[config.mk]
export PLATFORM = sky130hd
export DESIGN_NAME = instruction_fetch_unit
export DESIGN_NICKNAME = d
export VERILOG_FILES = /design/src/rtl/instruction_fetch_unit.sv
export SDC_FILE = /design/constraint.sdc
export NUM_CORES = 1
export LEC_CHECK = 0
export BUFFER_PORTS_ARGS = -buffer_cell sky130_fd_sc_hd__buf_2
export CORE_MARGIN = 4
export CORE_UTILIZATION = 55
export DETAILED_ROUTE_END_ITERATION = 10
export GPL_TIMING_DRIVEN = 0
export PLACE_DENSITY = 0.8
export SLEW_MARGIN = 20
export SYNTH_ARGS = -nofsm -noshare
export SYNTH_HDL_FRONTEND = slang
export SYNTH_SLANG_ARGS = --single-unit
[constraint.sdc]
create_clock -name clk -period 7.4 [get_ports clk]
set_input_delay 0.37 -clock clk [delete_from_list [all_inputs] [get_ports clk]]
set_output_delay 0.37 -clock clk [all_outputs]
set_load 0.01 [all_outputs]
[src/rtl/instruction_fetch_unit.sv]
// instruction_fetch_unit: owns the PC, drives imem, buffers {pc, instr} toward decode
// Ports: clk, rst_n (async active-low); fetch_enable run/hold;
//   imem_addr/imem_data combinational imem read; redirect_valid/redirect_pc branch resolve;
//   if_valid/if_ready/if_instr/if_pc decode handshake; pc_oob, misalign_err status.
module instruction_fetch_unit #(
  parameter logic [31:0] RESET_PC   = 32'h0000_0000,
  parameter int          IMEM_WORDS = 16,
  parameter int          FIFO_DEPTH = 2
) (
  input  logic        clk,
  input  logic        rst_n,
  input  logic        fetch_enable,
  output logic [31:0] imem_addr,
  input  logic [31:0] imem_data,
  input  logic        redirect_valid,
  input  logic [31:0] redirect_pc,
  output logic        if_valid,
  input  logic        if_ready,
  output logic [31:0] if_instr,
  output logic [31:0] if_pc,
  output logic        pc_oob,
  output logic        misalign_err
);
  localparam int AW = FIFO_DEPTH > 1 ? $clog2(FIFO_DEPTH) : 1;
  localparam int CW = $clog2(FIFO_DEPTH + 1);
  localparam logic [CW-1:0] FULL = CW'(FIFO_DEPTH);
  localparam logic [AW-1:0] LAST = AW'(FIFO_DEPTH - 1);
  localparam logic [29:0] WORDS = 30'(IMEM_WORDS);
  typedef enum logic [1:0] {IDLE, RUN, ERR} state_t;
  state_t        state_q, state_d;
  logic [31:0]   pc_q, pc_d;
  logic [AW-1:0] rd_q, rd_d, wr_q, wr_d;
  logic [CW-1:0] cnt_q, cnt_d;
  logic [31:0]   buf_pc [FIFO_DEPTH];
  logic [31:0]   buf_instr [FIFO_DEPTH];
  logic          redir, misaligned, flush, push, pop;
  assign imem_addr    = pc_q;
  assign pc_oob       = pc_q[31:2] >= WORDS;
  assign if_valid     = cnt_q != '0;
  // gate the head so unwritten storage never leaks out while empty
  assign if_instr     = if_valid ? buf_instr[rd_q] : '0;
  assign if_pc        = if_valid ? buf_pc[rd_q] : '0;
  assign misalign_err = state_q == ERR;
  // ERR holds the buffer flushed every cycle; redirects there are ignored
  always_comb begin
    redir      = redirect_valid && state_q != ERR;
    misaligned = redir && redirect_pc[1:0] != 2'b00;
    flush      = redir || state_q == ERR;
    pop        = if_valid && if_ready && !flush;
    push       = state_q == RUN && fetch_enable && !flush && !pc_oob && (cnt_q < FULL || pop);
    state_d    = state_q == ERR ? ERR : misaligned ? ERR : redir ? state_q : fetch_enable ? RUN : IDLE;
    pc_d       = redir && !misaligned ? redirect_pc : push ? pc_q + 32'd4 : pc_q;
    cnt_d      = flush ? '0 : cnt_q + CW'(push) - CW'(pop);
    rd_d       = flush ? '0 : pop ? (rd_q == LAST ? '0 : rd_q + 1'b1) : rd_q;
    wr_d       = flush ? '0 : push ? (wr_q == LAST ? '0 : wr_q + 1'b1) : wr_q;
  end
  always_ff @(posedge clk or negedge rst_n)
    if (!rst_n) begin
      state_q <= IDLE;
      pc_q    <= RESET_PC;
      rd_q    <= '0;
      wr_q    <= '0;
      cnt_q   <= '0;
    end else begin
      state_q <= state_d;
      pc_q    <= pc_d;
      rd_q    <= rd_d;
      wr_q    <= wr_d;
      cnt_q   <= cnt_d;
    end
  // imem_data is captured only on push, so X on idle cycles stays out of the buffer
  always_ff @(posedge clk)
    if (push) begin
      buf_pc[wr_q]    <= pc_q;
      buf_instr[wr_q] <= imem_data;
    end
endmodule

---- After elaboration in Yosys (flattened, before gate mapping) ----
Memories as Yosys holds them, arrays and structs flattened.
Index checks and enable logic that the tools add are counted.
word-level totals
  memories ................................ 2
  latch bits .............................. 0
  bits in read-only memories .............. 0
  word-level logic and storage cells ...... 54
  register bits ........................... 38
  RAM bits ................................ 128
  input bits .............................. 69
operators by class
  equality and inequality tests ........... 4
  divide/modulo/power cells ............... 0
  shift operators ......................... 0
  add/sub/neg operators ................... 5
  bitwise operators ....................... 0
  multipliers ............................. 0
  reductions and logical operators ........ 19
  muxes and demuxes ....................... 17
  order comparisons ....................... 2
memories
  name       depth  width  read ports  clocked after memory_dff  write ports  RTL line  source
  buf_instr  2      32     1           0                         1            35        logic [31:0] buf_instr [FIFO_DEPTH];
  buf_pc     2      32     1           0                         1            34        logic [31:0] buf_pc [FIFO_DEPTH];
operators with widths
  cell                                                                      count
  32-bit two-way mux                                                        4
  32-bit by 3-bit adder with 32-bit output (second input constant)          1
  30-bit by 5-bit >= comparator with 1-bit output (second input constant)   1
  2-bit nonzero test                                                        5
  1-bit logical AND                                                         9
  1-bit two-way mux                                                         9
  2-bit two-way mux                                                         4
  1-bit zero test                                                           3
  3-bit by 2-bit inequality test with 1-bit output (second input constant)  1
  1-bit adder (second input constant)                                       2
  2-bit by 1-bit adder with 2-bit output                                    1
  2-bit by 1-bit == test with 1-bit output (second input constant)          1
  2-bit == test (second input constant)                                     1
  1-bit logical OR                                                          2
  2-bit < comparator (second input constant)                                1
  2-bit inequality test (second input constant)                             1
  2-bit by 1-bit subtractor with 2-bit output                               1

---- Logic depth before layout (Yosys ltp) ----
Gate-level depths: netlist (run 1).
  depth in word-level cells ............... 10
  mapped depth ............................ 10
  mapped depth without buffers ............ 10

---- Worst setup path before layout (run 1) ----
Ideal clock, no wire load.
  kind .................................... register to register
  start ................................... register pc_q[8] (netlist: imem_addr[8])
  end ..................................... memory buf_instr[0][0] (enable)
  path slack .............................. 2.724 ns
  cell stages (with the launch flop) ...... 6
  data arrival time ....................... 4.189 ns
  path buffers ............................ 1
  library setup time ...................... 0.488 ns
  path through ............................ dfrtp_1 > nor4_2 > nand4_2 > or3_1 > buf_6 > nor2_1
on the way
  cells in the longest elaborated chain, start to end .. 6
ends and longest elaborated chain
  element                                          RTL line  source
  start, declared                                  31        logic [31:0] pc_q, pc_d;
  start signal, assigned                           66        pc_q <= pc_d;
  30-bit by 5-bit >= comparator with 1-bit output  38        assign pc_oob = pc_q[31:2] >= WORDS;
  1-bit zero test                                  50        push = state_q == RUN && fetch_enable && !flush && !pc_oob && (cnt_q < FULL || pop);
  1-bit logical AND (2 in series)                  50
  1-bit two-way mux                                73        if (push) begin
  1-bit two-way mux (not written as such)          75        buf_instr[wr_q] <= imem_data;
  end, declared                                    35
Every way passes these cells.

---- Worst setup path after layout (run 1) ----
  start ................................... register pc_q[19] (netlist: imem_addr[19])
  end ..................................... memory buf_instr[1][29] (enable)
Same word-level chain as after synthesis.

==> qor.csv, run 1 <==
metric,value,unit
status,"finished, final reports clean",
routed length per instance,17.8,µm
critical path's top delay family,simple AND/OR/NAND/NOR gates,
Async SR Flop Fraction,22.9,%
die area,13700,µm²
sw power,0.000595,W
max_slew headroom,40.5,%
Port Buffer Count,167,
worst-path fanout max,26,
sequential area share after synthesis,73.6,%
Ys Warns,0,
Global Route Usage Sum,20.3,%
Post-synth EDFFs,128,
vias in the first global route,4085,
hpwl dp,9380,µm
sw frac,24.4,%
Die Y-Extent,117,µm
"Slew Viols, Final",0,
Clock transition at path regs,60,ps
# diodes,0,
Starting Density,56.6,%
Ports,168,
Slew @ Worst Pin,892,ps
first-pass GRT wire length,20600,µm
crit-path max cell delay,430,ps
Leakage,3.30,nW
"Distinct cells, synth",36,
clock latency on the worst-skew pair,420,ps
post-synthesis cell area,6520,µm²
CTS root buffer,clkbuf_16,
top_reg_cell synth,edfxtp_1,
via count,3987,
Critical path buffers and inverters,3,
largest net degree at the start of global routing,39,
leading area contributor after synthesis,edfxtp_1,
PwrDens,296,nW/µm²
Placer Congestion,0.798,
clock share of power,36.3,%
Most common cell on crit path,buf_12,
critical path arrival,3020,ps
GR Overflow Total,0,
RSZ-0062 raised after global routing,no,
fin nets,669,
Setup Viol. Count Final,0,
maximum clock frequency,344,MHz
crit path kind,reg2reg,
"Avg Cell Area, Syn",16.1,µm²
Via density,5.30,
core area,11500,µm²
total negative slack,0,ps
Post-DRT Antenna Nets,0,
post-layout util,71.6,%
period utilisation layout,39.3,%
ratio of cells with drive above 1 in the final layout,40.1,%
Worst Skew,12.0,ps
Worst EP required,7510,ps
fin crit period,2910,ps
Seq pwr share,52.0,%
post-CTS setup buffers,0,
final WL,13400,µm
row count,39,
cts hold-fix bufs,0,
final hold violation count,0,
combinational fraction of design power,11.7,%
CP cell instances,nor4_1 > nand3_2 > or3_1 > buf_6 > nor2_4 > buf_12 > buf_12,
Synth top area share,59.0,%
CP Capture Type,register,
initial antenna violation count,0,
#FFs+latches synth,166,
Area Growth Syn to Fin,26.6,%
CP startpoint kind,register,
DRT Pass-1 Iters,4,
Mapped Nets,479,
slowest CP cell,dfrtp_1,
peak supply drop,0.000248,V
Synth Instances,406,
CTS H-Tree Depth,4,
HP Class,in2async,
CTS tree,done,
internal cell power,0.00185,W
DRC Markers,0,
Synth area leaders,"edfxtp_1 (59%), dfrtp_1 (15%), mux2i_1 (10%), mux2_2 (4.3%), nor2_1 (4.3%)",
CTS Buf Count,17,
Clock Sink Count,166,
DRT iter0 DRCs,214,
post-CTS sizing,0,
clock buffer depth,2,
Max-cap violations,0,
Die X,117,µm
power groups by stage:
stage / combinational [W] / sequential (W) / clock (W)
after global placement: 0.000277 / 0.00128 / 0
after detailed placement: 0.000287 / 0.00129 / 0
final: 0.000286 / 0.00127 / 0.000887
after global routing: 0.000314 / 0.00129 / 0.000948
after floorplan: 0.000111 / 0.00129 / 0
after CTS: 0.000291 / 0.00127 / 0.000900
worst reg2reg max path, stage by stage (launching register included):
cell	delay (ps)
dfrtp_1	430
nor4_1	430
nand3_2	270
or3_1	430
buf_6	150
nor2_4	390
buf_12	260
buf_12	210
cell type report:
| cell class | count | area (µm²) |
|---|---|---|
| clock buffer | 27 | 567 |
| tap | 143 | 179 |
| multi-input combinational | 216 | 1620 |
| clock inverter | 5 | 55.1 |
| sequential | 166 | 4790 |
| fill | 750 | 3270 |
| inverter | 5 | 18.8 |
| timing repair buffer | 171 | 916 |
| buffer | 19 | 95.1 |
cell families after synthesis:
kind of cell / after synthesis / share of synthesized area (%)
flip-flops: 166 / 73.6
AND/OR/NAND/NOR: 108 / 7.99
AO/OA/AOI/OAI: 10 / 1.07
adder cells (fa/ha/maj): 4 / 0.768
XOR/XNOR: 3 / 0.403
buffers and inverters: 24 / 1.75
multiplexers: 91 / 14.5
synth_stat cells, types with 2 or more instances:
| cell | count |
|---|---|
| ha_1 | 4 |
| xor2_1 | 2 |
| buf_2 | 7 |
| nor4_2 | 2 |
| nand2_1 | 3 |
| clkbuf_1 | 3 |
| mux2_2 | 25 |
| inv_1 | 5 |
| o31ai_1 | 4 |
| edfxtp_1 | 128 |
| a31oi_1 | 4 |
| dfrtp_1 | 38 |
| nand3_1 | 3 |
| nor2_1 | 75 |
| nor4_1 | 3 |
| and2_1 | 3 |
| or3_1 | 2 |
| buf_4 | 2 |
| mux2i_1 | 66 |
| buf_1 | 6 |
| nor3_1 | 4 |
| or4_1 | 3 |
routing by layer:
metal  wire length (µm)  track usage [%]  up-vias
li1                   -                -     1886
met3               1030             7.04       24
met2               6720             33.6      156
met5                  0                0        -
met1               5370             24.7     1921
met4                243             7.95        0
path summary, 6_finish.rpt:
path,from,endpoint,slack [ps],cells past startpoint
worst max register to register,imem_addr[19],buf_instr[1][29],4490,7
worst max-delay path,imem_addr[19],buf_instr[1][29],4490,7
max in group asynchronous,rst_n,imem_addr[27],6750,1
min in group clk,imem_data[23],buf_instr[1][23],140,1
worst min-delay path,rst_n,imem_addr[15],70,1
worst min register to register,imem_addr[1],buf_pc[1][1],510,0
registers in the layout, summed over array words and instances (netlist names):
name       count
buf_instr     64
buf_pc        64
imem_addr     32
cnt_q          2
state_q        2
rd_q           1
wr_q           1
stage by stage:
stage               total power [W]  hold WS, ps  setup slack, ps  std cells  cell area (µm²)
floorplan                   0.00140         74.4             2720        406             6520
global placement            0.00155          485             1060        716             7530
detailed placement          0.00157          510             4490        720             7630
CTS                         0.00246         98.5             4450        752             8250
global route                0.00255          122             4240        752             8250
finish                      0.00244         74.9             4490        752             8250
cell usage in the layout, fill, tap and decap left out, types with 2 or more instances in the layout:
cell type / Yosys / routed
clkbuf_8: 0 / 4
ha_1: 4 / 4
edfxtp_1: 128 / 128
or4_1: 3 / 3
or3_1: 2 / 2
clkbuf_1: 3 / 6
mux2i_1: 66 / 66
nand3_1: 3 / 3
nor2_1: 75 / 73
buf_2: 7 / 174
inv_1: 5 / 5
nor4_2: 2 / 2
and2_1: 3 / 3
dfrtp_1: 38 / 38
mux2_2: 25 / 25
inv_4: 0 / 2
nor2_4: 0 / 2
nor3_1: 4 / 4
buf_12: 0 / 4
buf_4: 2 / 2
buf_1: 6 / 6
a31oi_1: 4 / 4
clkbuf_16: 0 / 20
nand2_1: 3 / 3
o31ai_1: 4 / 4
xor2_1: 2 / 2
nor4_1: 3 / 3
(Power assumes the default switching activity.)
==> run 2: changes to the inputs <==
ABC_AREA = 1   (was default)
CORE_UTILIZATION = 48   (was 55)
PLACE_DENSITY = 0.74   (was 0.8)
clock period = 2.4 ns   (was 7.4 ns; I/O delays follow)
==> run 2 against run 1 <==
- register-to-register slack got worse by 4300 ps
- first-iteration DRC count increased by 47%
- die area is 15% higher
- clock power rose to 3.2 times the previous value
- sequential power increased to 2.9 times the previous value
- worst hold slack lost 35 ps
- total power grew to 3.0 times the previous value
- critical path depth fell by 1
- wire length is 21% higher
- synthesized cell count up 38%
- global-route usage grew 1.2 points
- critical endpoint is now if_pc[30]
- largest cell class unchanged
- largest power group unchanged
==> qor.csv, run 2 <==
metric,value,unit
die area,15700,µm²
peak supply drop,0.000572,V
"commonest non-fill, non-tap cells in the layout","nand2_1 (187), buf_2 (178), edfxtp_1 (128)",
CTS tree,done,
fin nets,888,
Port Buffer Count,167,
Via density,4.94,
crit path kind,reg2out,
"Avg Cell Area, Syn",11.8,µm²
Synth top area share,58.2,%
Mapped Nets,632,
CP cell instances,inv_1 > buf_2 > clkbuf_1 > nand2_1 > a21oi_1 > buf_2,
DRC Markers,0,
via count,4961,
CTS H-Tree Depth,4,
CP startpoint kind,register,
max_slew headroom,38.4,%
final hold violation count,0,
#FFs+latches synth,166,
CTS Buf Count,17,
Tot Pwr,0.00738,W
period utilisation layout,90.7,%
Synth Instances,559,
slowest CP cell,clkbuf_1,
hold path endpoint,imem_addr[4],
top_reg_cell synth,edfxtp_1,
Clock transition at path regs,60,ps
Async SR Flop Fraction,22.9,%
Reg2Reg Depth,7,
clock buffer depth,2,
Post-synth EDFFs,128,
Setup Viol. Count Final,0,
Placer Congestion,0.814,
"most common cell after layout, fill and taps aside",nand2_1,
Worst Skew,8.86,ps
# diodes,0,
clock latency on the worst-skew pair,430,ps
multi-input logic area,1570,µm²
ratio of cells with drive above 1 in the final layout,27.9,%
Levels on crit path,6,
hpwl dp,10500,µm
R2R Setup Slk,230,ps
fin crit period,2180,ps
first-pass GRT wire length,26400,µm
sequential area share after synthesis,72.6,%
maximum clock frequency,459,MHz
hold_sp,redirect_pc[4],
Commonest cells post-synth,"nand2_1 (188), edfxtp_1 (128), a21oi_1 (65), dfrtp_1 (38), inv_1 (31)",
Clock Sink Count,166,
crit-path max cell delay,420,ps
CTS root buffer,clkbuf_16,
Most common cell on crit path,buf_2,
"Slew Viols, Final",0,
top-count cell post-synth,nand2_1,
Ys Warns,0,
Max-cap violations,0,
RSZ-0062 raised after global routing,no,
PwrDens,810,nW/µm²
Area Growth Syn to Fin,37.9,%
"Distinct cells, synth",28,
leading area contributor after synthesis,edfxtp_1,
largest net degree at the start of global routing,39,
DRT Pass-1 Iters,4,
total negative slack,0,ps
core area,13300,µm²
GR Overflow Total,0,
critical path arrival,2060,ps
DRT iter0 DRCs,314,
Sequential Area,4790,µm²
worst-path fanout max,10,
Global Route Usage Sum,21.5,%
final WL,16200,µm
Leakage,4.10,nW
status,"finished, final reports clean",
Worst EP required,2280,ps
post-synthesis cell area,6610,µm²
RR Startpoint,imem_addr[9],
Die Y-Extent,125,µm
vias in the first global route,5250,
Die X,125,µm
Ports,168,
routed length per instance,16.1,µm
Hold Path Stages,5,
Synth area leaders,"edfxtp_1 (58%), dfrtp_1 (14%), nand2_1 (11%), a21oi_1 (4.9%), mux2i_1 (1.8%)",
Post-DRT Antenna Nets,0,
CP Capture Type,output pin,
row count,42,
critical path's top delay family,buffers and inverters,
Slew @ Worst Pin,924,ps
Fillers,968,
worst reg2reg path endpoint,buf_instr[1][16],
HP Class,in2reg,
Starting Density,49.5,%
Critical path buffers and inverters,4,
initial antenna violation count,1,
run 2: changes by cell type after synthesis, sizes merged, moves of 4 or more:
cell,before,now
a21oi,0,66
o31ai,4,0
inv,5,32
buf,16,20
a31oi,4,0
clkbuf,3,8
mux2,25,0
nor4,6,0
mux2i,66,12
nor2,75,27
nand3,4,21
nand2,3,189
run 2: worst max-delay path by stage:
stage / startpoint / slack, ps / endpoint
final: rd_q / 220 / if_pc[30]
after global routing: imem_addr[6] / 0.8 / cnt_q[1]
after CTS: imem_addr[9] / 140 / buf_instr[1][10]
after detailed placement: imem_addr[6] / -250 / buf_instr[0][3]
after global placement: imem_addr[9] / -930 / buf_instr[0][24]
after floorplan: imem_addr[9] / -130 / buf_instr[0][0]
run 2: tightest hold or removal path, delay by kind of cell:
kind | cells | cell delay, ps
AND/OR/NAND/NOR | 3 | 170
buffers and inverters | 1 | 70
AO/OA/AOI/OAI | 1 | 60
run 2: cells by family (layout without fill, tap and decap cells):
| group | count (synthesis) | in the layout | synth area share, % |
|---|---|---|---|
| simple gates | 243 | 243 | 15.0 |
| flops | 166 | 166 | 72.6 |
| compound gates | 71 | 71 | 5.63 |
| buf+inv | 60 | 329 | 3.81 |
| mux | 12 | 12 | 1.82 |
| fa+ha+maj | 4 | 4 | 0.758 |
| xor+xnor | 3 | 3 | 0.398 |
run 2: what timing repair did:
action,CTS,global route
pin swaps,1,0
cloned,0,0
endpoints found under the setup margin,52,1
hold buffers,63,0
gates resized for setup,0,1
buffers inserted,2,0
hold endpoints to repair,132,0
run 2: area by class of cell:
type / count / share of cell area, %
multi-input cells: 333 / 17.3
clock buffers: 21 / 5.05
repair buffers: 237 / 17.8
inverters: 32 / 1.36
flip-flops and latches: 166 / 52.6
clock inverters: 11 / 1.91
well taps: 176 / 2.42
plain buffers: 28 / 1.51
run 2: per-stage QoR:
stage	std cells	instance area [µm²]	hold slack (ps)	utilization, %	setup WS, ps
after CTS	1004	9100	22.7	68.2	137
after detailed placement	907	7810	308	58.5	-247
after floorplan	559	6630	-176	-	-133
after global placement	902	7680	298	57.5	-926
after global routing	1004	9110	65.6	68.2	0.792
final	1004	9110	40.0	68.2	223
run 2: power by group:
part / total, W / leakage (nW) / internal, W / switching (W)
Sequential: 0.00368 / 1.63 / 0.00339 / 0.000290
Combinational: 0.000842 / 2.17 / 0.000399 / 0.000444
Clock: 0.00285 / 0.299 / 0.00180 / 0.00106
Total: 0.00738 / 4.10 / 0.00559 / 0.00179
run 2: per-layer routing:
layer / wire [µm] / track usage [%] / vias up
li1: - / - / 2400
met4: 215 / 7.21 / 2
met3: 971 / 5.46 / 18
met2: 8430 / 37.5 / 179
met5: 7 / 0 / -
met1: 6580 / 26.3 / 2362
==> run 3: changes to the inputs <==
--- a/config.mk
+++ b/config.mk
@@ -10,6 +10,7 @@
 export CORE_MARGIN = 4
-export CORE_UTILIZATION = 48
+export CORE_UTILIZATION = 49
+export CTS_BUF_LIST = sky130_fd_sc_hd__clkbuf_4
 export DETAILED_ROUTE_END_ITERATION = 10
 export GPL_TIMING_DRIVEN = 0
-export PLACE_DENSITY = 0.74
+export PLACE_DENSITY = 0.78
 export SLEW_MARGIN = 20
--- a/constraint.sdc
+++ b/constraint.sdc
@@ -3,2 +3,2 @@
 set_output_delay 0.12 -clock clk [all_outputs]
-set_load 0.01 [all_outputs]
+set_load 0.1 [all_outputs]
==> run 3 against run 2 <==
- sequential power is essentially flat
- worst hold slack better by 71 ps
- cell area grew 0.78%
- final cell count is 0.60% higher
- critical path type unchanged
- largest cell class unchanged
==> qor.csv, run 3 (same netlist as run 2, synthesis figures left out) <==
metric,value,unit
"commonest non-fill, non-tap cells in the layout","nand2_1 (187), edfxtp_1 (128), buf_2 (126)",
vias in the first global route,5120,
via count,5075,
combinational fraction of design power,29.3,%
period utilisation layout,94.5,%
sw power,0.00292,W
Post-DRT Antenna Nets,0,
status,"finished, final reports clean",
initial antenna violation count,0,
sw frac,39.5,%
CTS root buffer,clkbuf_4,
RSZ-0062 raised after global routing,yes,
dpl ws,-259,ps
worst-path fanout max,10,
CTS tree,done,
ratio of cells with drive above 1 in the final layout,38.4,%
Max-cap violations,0,
DRC Markers,0,
Final WS setup,133,ps
Ports,168,
post-route insts no fill,1010,
Slew @ Worst Pin,911,ps
Die Y-Extent,124,µm
Fillers,922,
CTS Buf Count,17,
final hold violation count,0,
die area,15400,µm²
Starting Density,49.9,%
final WL,16300,µm
Via density,5.02,
Port Buffer Count,167,
clock latency on the worst-skew pair,540,ps
CTS H-Tree Depth,4,
first-pass GRT wire length,25100,µm
Global Route Usage Sum,21.8,%
clock buffer depth,2,
Placer Congestion,0.799,
DRT Pass-1 Iters,5,
"Design Area, Final",9180,µm²
HP Class,in2reg,
Clock transition at path regs,120,ps
crit path kind,reg2out,
CP Capture Type,output pin,
GR Overflow Total,0,
Seq pwr share,50.3,%
Die X,124,µm
placed cell areas,8040,µm²
largest net degree at the start of global routing,39,
Setup Viol. Count Final,0,
Worst EP required,2280,ps
peak supply drop,0.00131,V
critical path arrival,2150,ps
Clock Sink Count,166,
maximum clock frequency,441,MHz
routed length per instance,16.1,µm
CP startpoint kind,register,
# diodes,0,
row count,42,
internal cell power,0.00446,W
Worst Skew,13.5,ps
Placed Instances,907,
Area Growth Syn to Fin,39.0,%
hpwl dp,10700,µm
DRT iter0 DRCs,248,
"most common cell after layout, fill and taps aside",nand2_1,
Leakage,3.96,nW
clock share of power,20.5,%
core area,13200,µm²
PwrDens,804,nW/µm²
fin crit period,2270,ps
"Slew Viols, Final",0,
Tot Pwr,0.00738,W
max_slew headroom,39.3,%
fin nets,894,
Hold WS,111,ps
[run 3: cell count changes in the layout (fill, tap and decap cells not counted), sizes merged]
cell,change
clkinvlp,-2
buf,-7
dlygate4sd3,+6
clkbuf,+6
inv,+1
clkinv,+4
bufinv,-2
[run 3: critical path: stages (launching register included)]
cell and delay [ps]:
dfrtp_1 420, inv_1 80, buf_2 250, clkbuf_2 280
nand2_1 100, a21oi_2 170, buf_4 310
[run 3: what timing repair did]
action | in CTS | in global routing
pin swaps | 1 | 0
setup endpoints to repair | 102 | 58
resized for setup | 59 | 17
endpoints found under the hold margin | 138 | 0
setup buffers | 2 | 0
hold buffers | 69 | 0
[run 3: through the flow]
stage,utilization (%),setup TNS [ps]
floorplan,-,-36850
global placement,59.7,-90530
detailed placement,60.7,-6970
CTS,69.0,0
global route,69.3,-0.330
finish,69.3,0
[run 3: final timing paths]
path                       depth (start not counted)      startpoint             to  slack, ps
hold / removal                                     5  redirect_pc[0]   imem_addr[9]        110
hold reg to reg                                    0   imem_addr[17]  buf_pc[0][17]        510
setup reg to reg                                  11    imem_addr[9]       cnt_q[1]        180
min in group asynchronous                          2           rst_n   imem_addr[3]        250
setup / recovery                                   6            rd_q      if_pc[30]        130
max in group asynchronous                          2           rst_n   imem_addr[8]       1490
[run 3: layer usage]
| layer | wire length, µm | global-route usage [%] | vias to the layer above |
|---|---|---|---|
| li1 | - | - | 2422 |
| met5 | 0 | 0 | - |
| met4 | 355 | 8.08 | 0 |
| met2 | 8480 | 38.9 | 185 |
| met3 | 1100 | 5.72 | 36 |
| met1 | 6370 | 25.1 | 2432 |
[run 3: power groups by stage]
stage	Combinational (W)	Clock, W	Sequential [W]
2_1_floorplan	0.000339	0	0.00505
3_3_place_gp	0.00204	0	0.00374
3_5_place_dp	0.00207	0	0.00377
4_1_cts	0.00216	0.00155	0.00371
5_1_grt	0.00226	0.00169	0.00376
6_report	0.00216	0.00151	0.00371
[run 3: layout make-up]
type,count,area (µm²),share of cell area (%)
buffer,28,166,1.81
clock buffer,20,150,1.64
clock inverter,12,111,1.21
inverter,32,124,1.35
multi-input combinational,333,1760,19.2
sequential,166,4830,52.6
tap,176,220,2.40
timing repair buffer,243,1810,19.7
